## config.mk

```make
export PLATFORM = sky130hd
export DESIGN_NAME = alu_core
export DESIGN_NICKNAME = d
export VERILOG_FILES = /design/src/rtl/alu_pkg.sv /design/src/rtl/alu_muldiv_seq.sv /design/src/rtl/alu_core.sv
export SDC_FILE = /design/constraint.sdc
export NUM_CORES = 1
export LEC_CHECK = 0
export CAP_MARGIN = 25
export CORE_MARGIN = 3
export CORE_UTILIZATION = 30
export CTS_CLUSTER_DIAMETER = 60
export DETAILED_ROUTE_END_ITERATION = 7
export SYNTH_ARGS = -nofsm -noshare
export SYNTH_HDL_FRONTEND = slang
export SYNTH_SLANG_ARGS = --single-unit
export TNS_END_PERCENT = 50
```

## constraint.sdc

```tcl
create_clock -name clk -period 10.95 [get_ports clk]
set_clock_uncertainty 0.1 [all_clocks]
set_input_delay 2.19 -clock clk [delete_from_list [all_inputs] [get_ports clk]]
set_output_delay 2.19 -clock clk [all_outputs]
set_load 0.01 [all_outputs]
```

## src/rtl/alu_pkg.sv

```systemverilog
`default_nettype none
// ============================================================================
// Module      : alu_pkg
// Description : Opcode constants shared with ALU control, datapath width and
//               the alu_core FSM state encoding.
// Revision    : 1.0 - initial release
// ============================================================================
package alu_pkg;

    localparam int unsigned c_width = 32;

    localparam logic [3:0] c_op_and = 4'b0000;
    localparam logic [3:0] c_op_or  = 4'b0001;
    localparam logic [3:0] c_op_add = 4'b0010;
    localparam logic [3:0] c_op_mul = 4'b0011;
    localparam logic [3:0] c_op_div = 4'b0100;
    localparam logic [3:0] c_op_sub = 4'b0110;
    localparam logic [3:0] c_op_slt = 4'b0111;

    typedef enum logic [1:0] {
        ST_IDLE = 2'd0,
        ST_MUL  = 2'd1,
        ST_DIV  = 2'd2,
        ST_DONE = 2'd3
    } state_t;

endpackage
`default_nettype wire

```

## src/rtl/alu_muldiv_seq.sv

```systemverilog
`default_nettype none
// ============================================================================
// Module      : alu_muldiv_seq
// Description : Iterative unsigned 32x32 shift-add multiplier and restoring
//               divider, one bit per cycle, 32 iterations per operation.
// Revision    : 1.0 - initial release
// ============================================================================
module alu_muldiv_seq
    import alu_pkg::*;
(
    input  logic                 clk,
    input  logic                 reset_n,
    input  logic                 i_start,
    input  logic                 i_div,
    input  logic [c_width-1:0]   i_a,
    input  logic [c_width-1:0]   i_b,
    output logic                 o_done,
    output logic [c_width-1:0]   o_lo,
    output logic [c_width-1:0]   o_hi
);

    logic                 r_run;
    logic                 r_div;
    logic                 r_done;
    logic [4:0]           r_cnt;
    logic [c_width-1:0]   r_acc;
    logic [c_width-1:0]   r_mq;
    logic [c_width-1:0]   r_b;

    logic                 w_div;
    logic [c_width-1:0]   w_acc_in;
    logic [c_width-1:0]   w_mq_in;
    logic [c_width-1:0]   w_b;
    logic [c_width:0]     w_sum;
    logic [c_width:0]     w_shift;
    logic [c_width:0]     w_diff;
    logic [c_width-1:0]   w_acc_nxt;
    logic [c_width-1:0]   w_mq_nxt;

    // The first iteration runs on the start edge straight from the inputs,
    // so 32 iterations complete on edges 0..31 of the operation.
    always_comb begin
        w_div    = r_run ? r_div : i_div;
        w_acc_in = r_run ? r_acc : '0;
        w_mq_in  = r_run ? r_mq  : i_a;
        w_b      = r_run ? r_b   : i_b;
        w_sum    = {1'b0, w_acc_in} + (w_mq_in[0] ? {1'b0, w_b} : '0);
        w_shift  = {w_acc_in, w_mq_in[c_width-1]};
        w_diff   = w_shift - {1'b0, w_b};
        if (w_div) begin
            if (w_diff[c_width]) begin
                w_acc_nxt = w_shift[c_width-1:0];
                w_mq_nxt  = {w_mq_in[c_width-2:0], 1'b0};
            end else begin
                w_acc_nxt = w_diff[c_width-1:0];
                w_mq_nxt  = {w_mq_in[c_width-2:0], 1'b1};
            end
        end else begin
            w_acc_nxt = w_sum[c_width:1];
            w_mq_nxt  = {w_sum[0], w_mq_in[c_width-1:1]};
        end
    end

    always_ff @(posedge clk or negedge reset_n) begin
        if (!reset_n) begin
            r_run  <= 1'b0;
            r_div  <= 1'b0;
            r_done <= 1'b0;
            r_cnt  <= 5'd0;
            r_acc  <= '0;
            r_mq   <= '0;
            r_b    <= '0;
        end else begin
            r_done <= 1'b0;
            if (r_run) begin
                r_acc <= w_acc_nxt;
                r_mq  <= w_mq_nxt;
                r_cnt <= r_cnt + 5'd1;
                if (r_cnt == 5'd31) begin
                    r_run  <= 1'b0;
                    r_done <= 1'b1;
                end
            end else if (i_start) begin
                r_acc <= w_acc_nxt;
                r_mq  <= w_mq_nxt;
                r_b   <= i_b;
                r_div <= i_div;
                r_cnt <= 5'd1;
                r_run <= 1'b1;
            end
        end
    end

    assign o_done = r_done;
    assign o_lo   = r_mq;
    assign o_hi   = r_acc;

endmodule
`default_nettype wire

```

## src/rtl/alu_core.sv

```systemverilog
`default_nettype none
// ============================================================================
// Module      : alu_core
// Description : Registered ALU with start/busy/done handshake; logic and
//               add/sub/slt ops complete in one cycle, MUL/DIV iterate.
// Revision    : 1.0 - initial release
// ============================================================================
module alu_core
    import alu_pkg::*;
(
    input  logic                 clk,
    input  logic                 reset_n,
    input  logic                 start,
    input  logic [3:0]           ALUControlInput,
    input  logic [c_width-1:0]   A,
    input  logic [c_width-1:0]   B,
    output logic [c_width-1:0]   ALUResult,
    output logic [c_width-1:0]   Hi,
    output logic                 Zero,
    output logic                 busy,
    output logic                 done,
    output logic                 err
);

    state_t               r_state;
    logic [c_width-1:0]   r_result;
    logic [c_width-1:0]   r_hi;
    logic                 r_zero;
    logic                 r_busy;
    logic                 r_done;
    logic                 r_err;

    logic [c_width-1:0]   w_single;
    logic                 w_illegal;
    logic                 w_is_mul;
    logic                 w_is_div;
    logic                 w_div0;
    logic                 w_seq_start;
    logic                 w_seq_done;
    logic [c_width-1:0]   w_seq_lo;
    logic [c_width-1:0]   w_seq_hi;

    always_comb begin
        w_single  = '0;
        w_illegal = 1'b0;
        case (ALUControlInput)
            c_op_and: w_single = A & B;
            c_op_or:  w_single = A | B;
            c_op_add: w_single = A + B;
            c_op_sub: w_single = A - B;
            c_op_slt: w_single = {{(c_width-1){1'b0}}, ($signed(A) < $signed(B))};
            default:  w_illegal = 1'b1;
        endcase
    end

    assign w_is_mul    = (ALUControlInput == c_op_mul);
    assign w_is_div    = (ALUControlInput == c_op_div);
    assign w_div0      = (B == '0);
    assign w_seq_start = (r_state == ST_IDLE) && start && (w_is_mul || (w_is_div && !w_div0));

    alu_muldiv_seq u_muldiv (
        .clk     (clk),
        .reset_n (reset_n),
        .i_start (w_seq_start),
        .i_div   (w_is_div),
        .i_a     (A),
        .i_b     (B),
        .o_done  (w_seq_done),
        .o_lo    (w_seq_lo),
        .o_hi    (w_seq_hi)
    );

    always_ff @(posedge clk or negedge reset_n) begin
        if (!reset_n) begin
            r_state  <= ST_IDLE;
            r_result <= '0;
            r_hi     <= '0;
            r_zero   <= 1'b1;
            r_busy   <= 1'b0;
            r_done   <= 1'b0;
            r_err    <= 1'b0;
        end else begin
            r_done <= 1'b0;
            case (r_state)
                ST_IDLE: begin
                    if (start) begin
                        r_busy <= 1'b1;
                        if (w_is_mul) begin
                            r_state <= ST_MUL;
                        end else if (w_is_div && !w_div0) begin
                            r_state <= ST_DIV;
                        end else begin
                            r_state <= ST_DONE;
                            r_done  <= 1'b1;
                            if (w_is_div) begin
                                // Divide by zero: all-ones quotient, dividend as remainder.
                                r_result <= '1;
                                r_hi     <= A;
                                r_zero   <= 1'b0;
                                r_err    <= 1'b1;
                            end else begin
                                r_result <= w_single;
                                r_hi     <= '0;
                                r_zero   <= (w_single == '0);
                                r_err    <= w_illegal;
                            end
                        end
                    end
                end
                ST_MUL, ST_DIV: begin
                    if (w_seq_done) begin
                        r_result <= w_seq_lo;
                        r_hi     <= w_seq_hi;
                        r_zero   <= (w_seq_lo == '0);
                        r_err    <= 1'b0;
                        r_done   <= 1'b1;
                        r_state  <= ST_DONE;
                    end
                end
                ST_DONE: begin
                    r_busy  <= 1'b0;
                    r_state <= ST_IDLE;
                end
                default: r_state <= ST_IDLE;
            endcase
        end
    end

    assign ALUResult = r_result;
    assign Hi        = r_hi;
    assign Zero      = r_zero;
    assign busy      = r_busy;
    assign done      = r_done;
    assign err       = r_err;

endmodule
`default_nettype wire

```

---- Word-level counts from Yosys, hierarchy flattened ----
Index checks and enable logic that the tools add are counted.
storage, ports and cells
  output and inout bits ................... 68
  bits of input ports ..................... 71
  logic and storage cells ................. 114
  bits in registers ....................... 174
cells by class
  muxes and demuxes ....................... 58
  $lt $le $gt $ge ......................... 1
  reductions and logical operators ........ 19
  $add $sub $neg .......................... 5
  bitwise gates (word level) .............. 3
  eq/ne operators ......................... 14
operators by type and width
  kind                                                 number
  two-way mux 32 bit                                   21
  case mux 32 bit (5 select lines)                     1
  case mux 32 bit (2 select lines)                     2
  zero test 32 bit                                     3
  adder 32 x 33 -> 33 bit                              1
  subtractor 33 x 32 -> 33 bit                         1
  adder 32 bit                                         1
  AND 32 bit                                           1
  < comparator 32 bit                                  1
  OR 32 bit                                            1
  subtractor 32 bit                                    1
  two-way mux 1 bit                                    24
  equality test 4 x 3 -> 1 bit, second input constant  3
  two-way mux 5 bit                                    2
  equality test 4 x 2 -> 1 bit, second input constant  2
  case mux 1 bit (2 select lines)                      4
  two-way mux 2 bit                                    3
  != test 2 bit, second input constant                 3
  case mux 2 bit (3 select lines)                      1
  AND reduction 2 bit                                  3
  nonzero test 2 bit                                   3
  adder 5 x 1 -> 5 bit, second input constant          1
  equality test 5 bit, second input constant           1
  AND reduction 5 bit                                  1
  12 further kinds                                     15

---- Logic depth before layout (Yosys ltp) ----
  depth in word-level cells ............... 8
  gate-level depth with buffers ........... 20
  gate-level depth less buffers ........... 17

---- Hierarchy ----
A second synthesis with hierarchy kept.
second synthesis, totals
  cell total of the unflattened synthesis .. 2366
  area, all modules ....................... 18157.4 um2
modules (own cells, without submodules)
  module          cells each  area an instance (um2)  times used  sequential area each (um2)
  alu_muldiv_seq  1126        9261.4                  1           2602.5
  alu_core        1240        8896.0                  1           1752.9

---- Least setup slack after synthesis ----
Ideal clock, no wire load.
  path kind ............................... input -> register
  start ................................... input B[0]
  end ..................................... register u_muldiv.r_acc[29] (netlist: u_muldiv.o_hi[29])
  required time ........................... 10.713 ns
  library setup time ...................... 0.137 ns
  arrival ................................. 5.369 ns
  path slack .............................. 5.344 ns
  buffers on the path ..................... 0
  stages .................................. 17
  path through ............................ inv_1 o21ai_0 nor2b_1 ha_1 inv_1 fa_1 nor2b_1 o211a_1 o21ai_0 a2111oi_0 nor4_1 o31ai_1 a21oi_1 nor2b_1 nor3_1 a221oi_1 a21oi_1
on the way
  longest elaborated chain between the ends .. 6
  elaborated cells between the ends (all ways) .. 14
  those cells by class .................... 2 x add/sub; 6 x mux; 6 x reduce/logical
RTL lines
  what                                                      line                                  source
  from (decl)                                               alu_core.sv:16                        input logic [c_width-1:0] B,
  two-way mux 32 bit or zero test 32 bit (tied branches)    alu_muldiv_seq.sv:46, alu_core.sv:58
  two-way mux 32 bit, or another cell as far along          alu_muldiv_seq.sv:47                  w_sum = {1'b0, w_acc_in} + (w_mq_in[0] ? {1'b0, w_b} : '0);
  adder 32 x 33 -> 33 bit, or another cell as far along     alu_muldiv_seq.sv:47
  two-way mux 32 bit or logical OR 1 bit (tied branches)    alu_muldiv_seq.sv:50, alu_core.sv:59
  two-way mux 32 bit or logical AND 1 bit (tied branches)   alu_muldiv_seq.sv:83, alu_core.sv:59
  two-way mux 32 bit or nonzero test 2 bit (tied branches)  --
  to (signal assigned)                                      alu_muldiv_seq.sv:76                  r_acc <= w_acc_nxt;
  to (signal assigned)                                      alu_muldiv_seq.sv:84                  r_acc <= w_acc_nxt;
  to (decl)                                                 alu_muldiv_seq.sv:26                  logic [c_width-1:0] r_acc;
Parallel ways exist; a longest one is shown, timed or not. The select of a mux whose other input is x is not followed.
A chain may end at the register's enable or synchronous reset.

---- Worst setup path in the final report ----
  start ................................... input B[6]
  end ..................................... register r_zero (netlist: Zero)
on the way
  longest elaborated chain between the ends .. 8
  elaborated cells between the ends (all ways) .. 17
  those cells by class .................... 2 x add/sub; 1 x order compare; 1 x eq/ne; 6 x mux; 2 x bitwise; 5 x reduce/logical
RTL lines
  what                                             line             source
  subtractor 32 bit, or another cell as far along  alu_core.sv:50   c_op_sub: w_single = A - B;
  case mux 32 bit (5 select lines)                 alu_core.sv:46   case (ALUControlInput)
  zero test 32 bit                                 alu_core.sv:104  r_zero <= (w_single == '0);
  two-way mux 1 bit                                alu_core.sv:95   if (w_is_div) begin
  two-way mux 1 bit                                alu_core.sv:90   end else if (w_is_div && !w_div0) begin
  two-way mux 1 bit                                alu_core.sv:88   if (w_is_mul) begin
  two-way mux 1 bit                                alu_core.sv:86   if (start) begin
  case mux 1 bit (2 select lines)                  alu_core.sv:84   case (r_state)
  to (signal assigned)                             alu_core.sv:104
  to (signal assigned)                             alu_core.sv:114  r_zero <= (w_seq_lo == '0);
  to (decl)                                        alu_core.sv:28   logic r_zero;
Parallel ways exist; a longest one is shown, timed or not. The select of a mux whose other input is x is not followed.

==> flow_summary.ini <==
[route]
routed-via-count = 18400
drt_iter0_markers = 1698
postRouteAntennaNets = 0
wire_per_inst_um = 23.6
avgViaCountPerCell = 5.87
drtPass1Iterations = 5
routed_wl_um = 74000
drc_errors = 0

[grt]
grt_use_met3_pct = 3.94
grt_pass1_wl_um = 111000
gr-total-overflow = 0
grtUsageMet1_pct = 31.1
grt_start_max_net_pins = 78
grt_pass1_vias = 17700
antenna_found_initial = 1
globalRouteMet2Util_pct = 37.2
gr-usage-all-layers_pct = 23.1
busiest_layer = met2

[timing]
finalSetupViolCount = 0
fin_ws_ns = 3.98
max_slew_margin_pct = 28.3
rsz0062_at_grt = false
tns_ns = 0
period_needed_ns = 6.97
min_period_over_period_pct = 63.6
worst_pin_slew_ns = 1.05
holdWs_ns = 0.370
drv_slew = 0
hold_viol = 0
max_freq_mhz = 144

[critical_path]
slowest_delay_ns = 0.79
path_delay_family = compound AO/OA/AOI/OAI gates
cp-start-kind = primary input
critPathSlowestCell = clkdlybuf4s50_1
worstPathRequired_ns = 11.30
critPathMaxFanout = 11
cp_data_arrival_time_ns = 7.32
worstSetupPathType = primary input to register
setup.worst_path.end_class = register
path_buf_inv = 2
crit_path_cell_trace = clkdlybuf4s50_1, inv_1, ha_1, a2111oi_0, o21ai_1, a31oi_1, a21o_1, o21ai_0, xnor2_1, o221ai_1, nor4b_1, nand4_1, nor4_2, a31o_1

[die]
pin_count = 139
core_area_mm2 = 0.0581
row_count = 88
die-area_mm2 = 0.0622
die_w_um = 249
initial_core_util_pct = 30.6
fp.dieH_um = 249

[clock_network]
path_clk_slew_ns = 0.08
htree_levels = 4
post_cts_buffers = 0
cts_buffer_depth = 2
clk_root_buffer_cell = clkbuf_16
cts_tree = built
cts_resized = 0
cts.sink_count = 174
worstSkewPairLatency_ns = 0.50
numCtsBuffers = 17
cts_hold_buf = 0

[run_status]
outcome = finished, final reports clean

[cells_and_area]
seq_area_mm2 = 0.00436
final_nets = 2597
layout_commonest_cell = nand2_1
synthToLayoutAreaGrowth_pct = 14.8
multi_input_area_mm2 = 0.0124
diodes = 0
layout_common_cells = 251 x nand2_1, 223 x o21ai_0, 218 x nor2_1, 195 x a21oi_1, 172 x dfrtp_1
drive_gt1_share_pct = 6.34
fillers = 6082

[placed_design]
place_ws_ns = 3.35
dpl.hpwl_um = 55900
routabilityCongestion = 0.959
port_buffers = 138

[power]
swShare_pct = 52.8
clkPwrFrac_pct = 11.0
powerDensity_mw_per_mm2 = 289
power.total_mw = 5.89
vdd_drop_max_mv = 0.229
p_leak_nw = 8.94
p_switching_mw = 3.11
p_int_mw = 2.78
seqPwrFrac_pct = 20.4
comb_power_share_pct = 68.6

[logic_synthesis]
yosys_warnings = 0
ys_seq_area_share_pct = 24.5
netlist_instances = 2304
ys_ff_latch = 174
netlist_area_mm2 = 0.0178
synth.avg_cell_area_um2 = 7.72
yosysUniqueCellTypes = 90
yosys_most_used_dff = dfrtp_1
async_flop_share_pct = 100
synth-edff-count = 0
synth_nets = 2546

[job]
maxCapViolCount = 0

[hold_path]
hp-class = register to register
-- cell type report --
class	count	share of cell area (%)
Clock buffer	18	2.10
Clock inverter	13	0.760
Inverter	120	2.21
Multi-Input combinational cell	1876	60.8
Sequential cell	174	21.4
Tap cell	765	4.69
Timing Repair Buffer	166	8.04
-- kinds of logic (layout without fill, tap and decap cells) --
family | after synthesis | after routing | share of synthesized area (%)
AOI/OAI and AO/OA | 774 | 774 | 27.9
xor gates and xnor gates | 56 | 56 | 2.76
adders and majority gates | 171 | 171 | 12.2
buffers and inverters | 254 | 317 | 6.20
DFF | 174 | 174 | 24.5
muxes | 104 | 104 | 6.10
and+or+nand+nor | 771 | 771 | 20.3
-- final timing paths --
kind                                     start                 to  slack, ns  cells past startpoint
worst min register to register   ALUResult[31]      ALUResult[31]       0.37                      2
worst min-delay path             ALUResult[31]      ALUResult[31]       0.37                      2
worst max register to register  u_muldiv.r_run  u_muldiv.o_hi[29]       4.80                     17
max in group asynchronous              reset_n     u_muldiv.r_run       7.82                      2
worst max-delay path                      B[6]               Zero       3.98                     14
min in group asynchronous              reset_n  u_muldiv.o_lo[10]       1.58                      1
-- cell usage after synthesis (8+ instances only) --
| library cell | n | area share [%] |
|---|---|---|
| nand2b_1 | 25 | 0.88 |
| inv_1 | 119 | 2.5 |
| or2_2 | 10 | 0.35 |
| nand4_1 | 17 | 0.60 |
| a21o_1 | 41 | 1.7 |
| nor2b_1 | 17 | 0.60 |
| o211a_1 | 8 | 0.45 |
| nand2_1 | 252 | 5.3 |
| ha_1 | 167 | 12 |
| xor2_1 | 28 | 1.4 |
| nor3_1 | 58 | 1.6 |
| o22ai_1 | 30 | 1.1 |
| o211ai_1 | 26 | 1.1 |
| or3_1 | 9 | 0.32 |
| o21a_1 | 19 | 0.80 |
| o31ai_1 | 17 | 0.72 |
| o21ai_0 | 223 | 6.3 |
| a31o_2 | 9 | 0.44 |
| and2_1 | 49 | 1.7 |
| a21oi_1 | 195 | 5.5 |
| dfrtp_1 | 173 | 24 |
| xnor2_1 | 28 | 1.4 |
| and3_1 | 8 | 0.28 |
| a211oi_1 | 29 | 1.2 |
| o221ai_1 | 12 | 0.59 |
| nor2_1 | 220 | 4.6 |
| nand3_1 | 34 | 0.96 |
| mux2i_1 | 70 | 3.9 |
| nor4_1 | 38 | 1.3 |
| clkbuf_1 | 90 | 1.9 |
| buf_6 | 12 | 0.76 |
| a31oi_1 | 29 | 1.0 |
| o21bai_1 | 19 | 0.80 |
| mux2_2 | 34 | 2.2 |
| a221oi_1 | 17 | 0.84 |
| buf_1 | 12 | 0.25 |
| buf_2 | 13 | 0.37 |
-- tightest hold or removal path, cell delays in order, from the launching register on --
cell     delay, ns
dfrtp_1       0.34
nand2_1       0.05
nand2_1       0.05
-- layer usage --
| metal | part of all wire (%) | vias to the layer above |
|---|---|---|
| met3 | 7.4 | 126 |
| li1 | - | 8484 |
| met1 | 44 | 8970 |
| met2 | 45 | 793 |
| met5 | 0 | - |
| met4 | 3.4 | 0 |
-- state kept, by name, summed over array words and instances (netlist names) --
| register | count |
|---|---|
| ALUResult | 32 |
| Hi | 32 |
| u_muldiv.o_hi | 32 |
| u_muldiv.o_lo | 32 |
| u_muldiv.r_b | 32 |
| u_muldiv.r_cnt | 5 |
| r_state | 2 |
| Zero | 1 |
| busy | 1 |
| done | 1 |
| err | 1 |
| u_muldiv.o_done | 1 |
| u_muldiv.r_div | 1 |
| u_muldiv.r_run | 1 |
-- per-stage QoR --
step           instances  instance area (um2)  utilization [%]
4_1_cts             3130                20400             35.0
3_3_place_gp        3098                19800             34.0
3_5_place_dp        3099                19800             34.0
6_report            3132                20400             35.1
2_1_floorplan       2304                17800                -
5_1_grt             3132                20400             35.1
-- power by group through the flow --
stage	logic, mW	registers (mW)	clock network, mW
after floorplan	2.72	1.15	0
after global placement	3.92	1.20	0
after detailed placement	3.96	1.21	0
after CTS	3.98	1.20	0.666
after global routing	4.42	1.24	0.689
final	4.04	1.20	0.651
No activity file was read; power rests on OpenSTA's default activity.
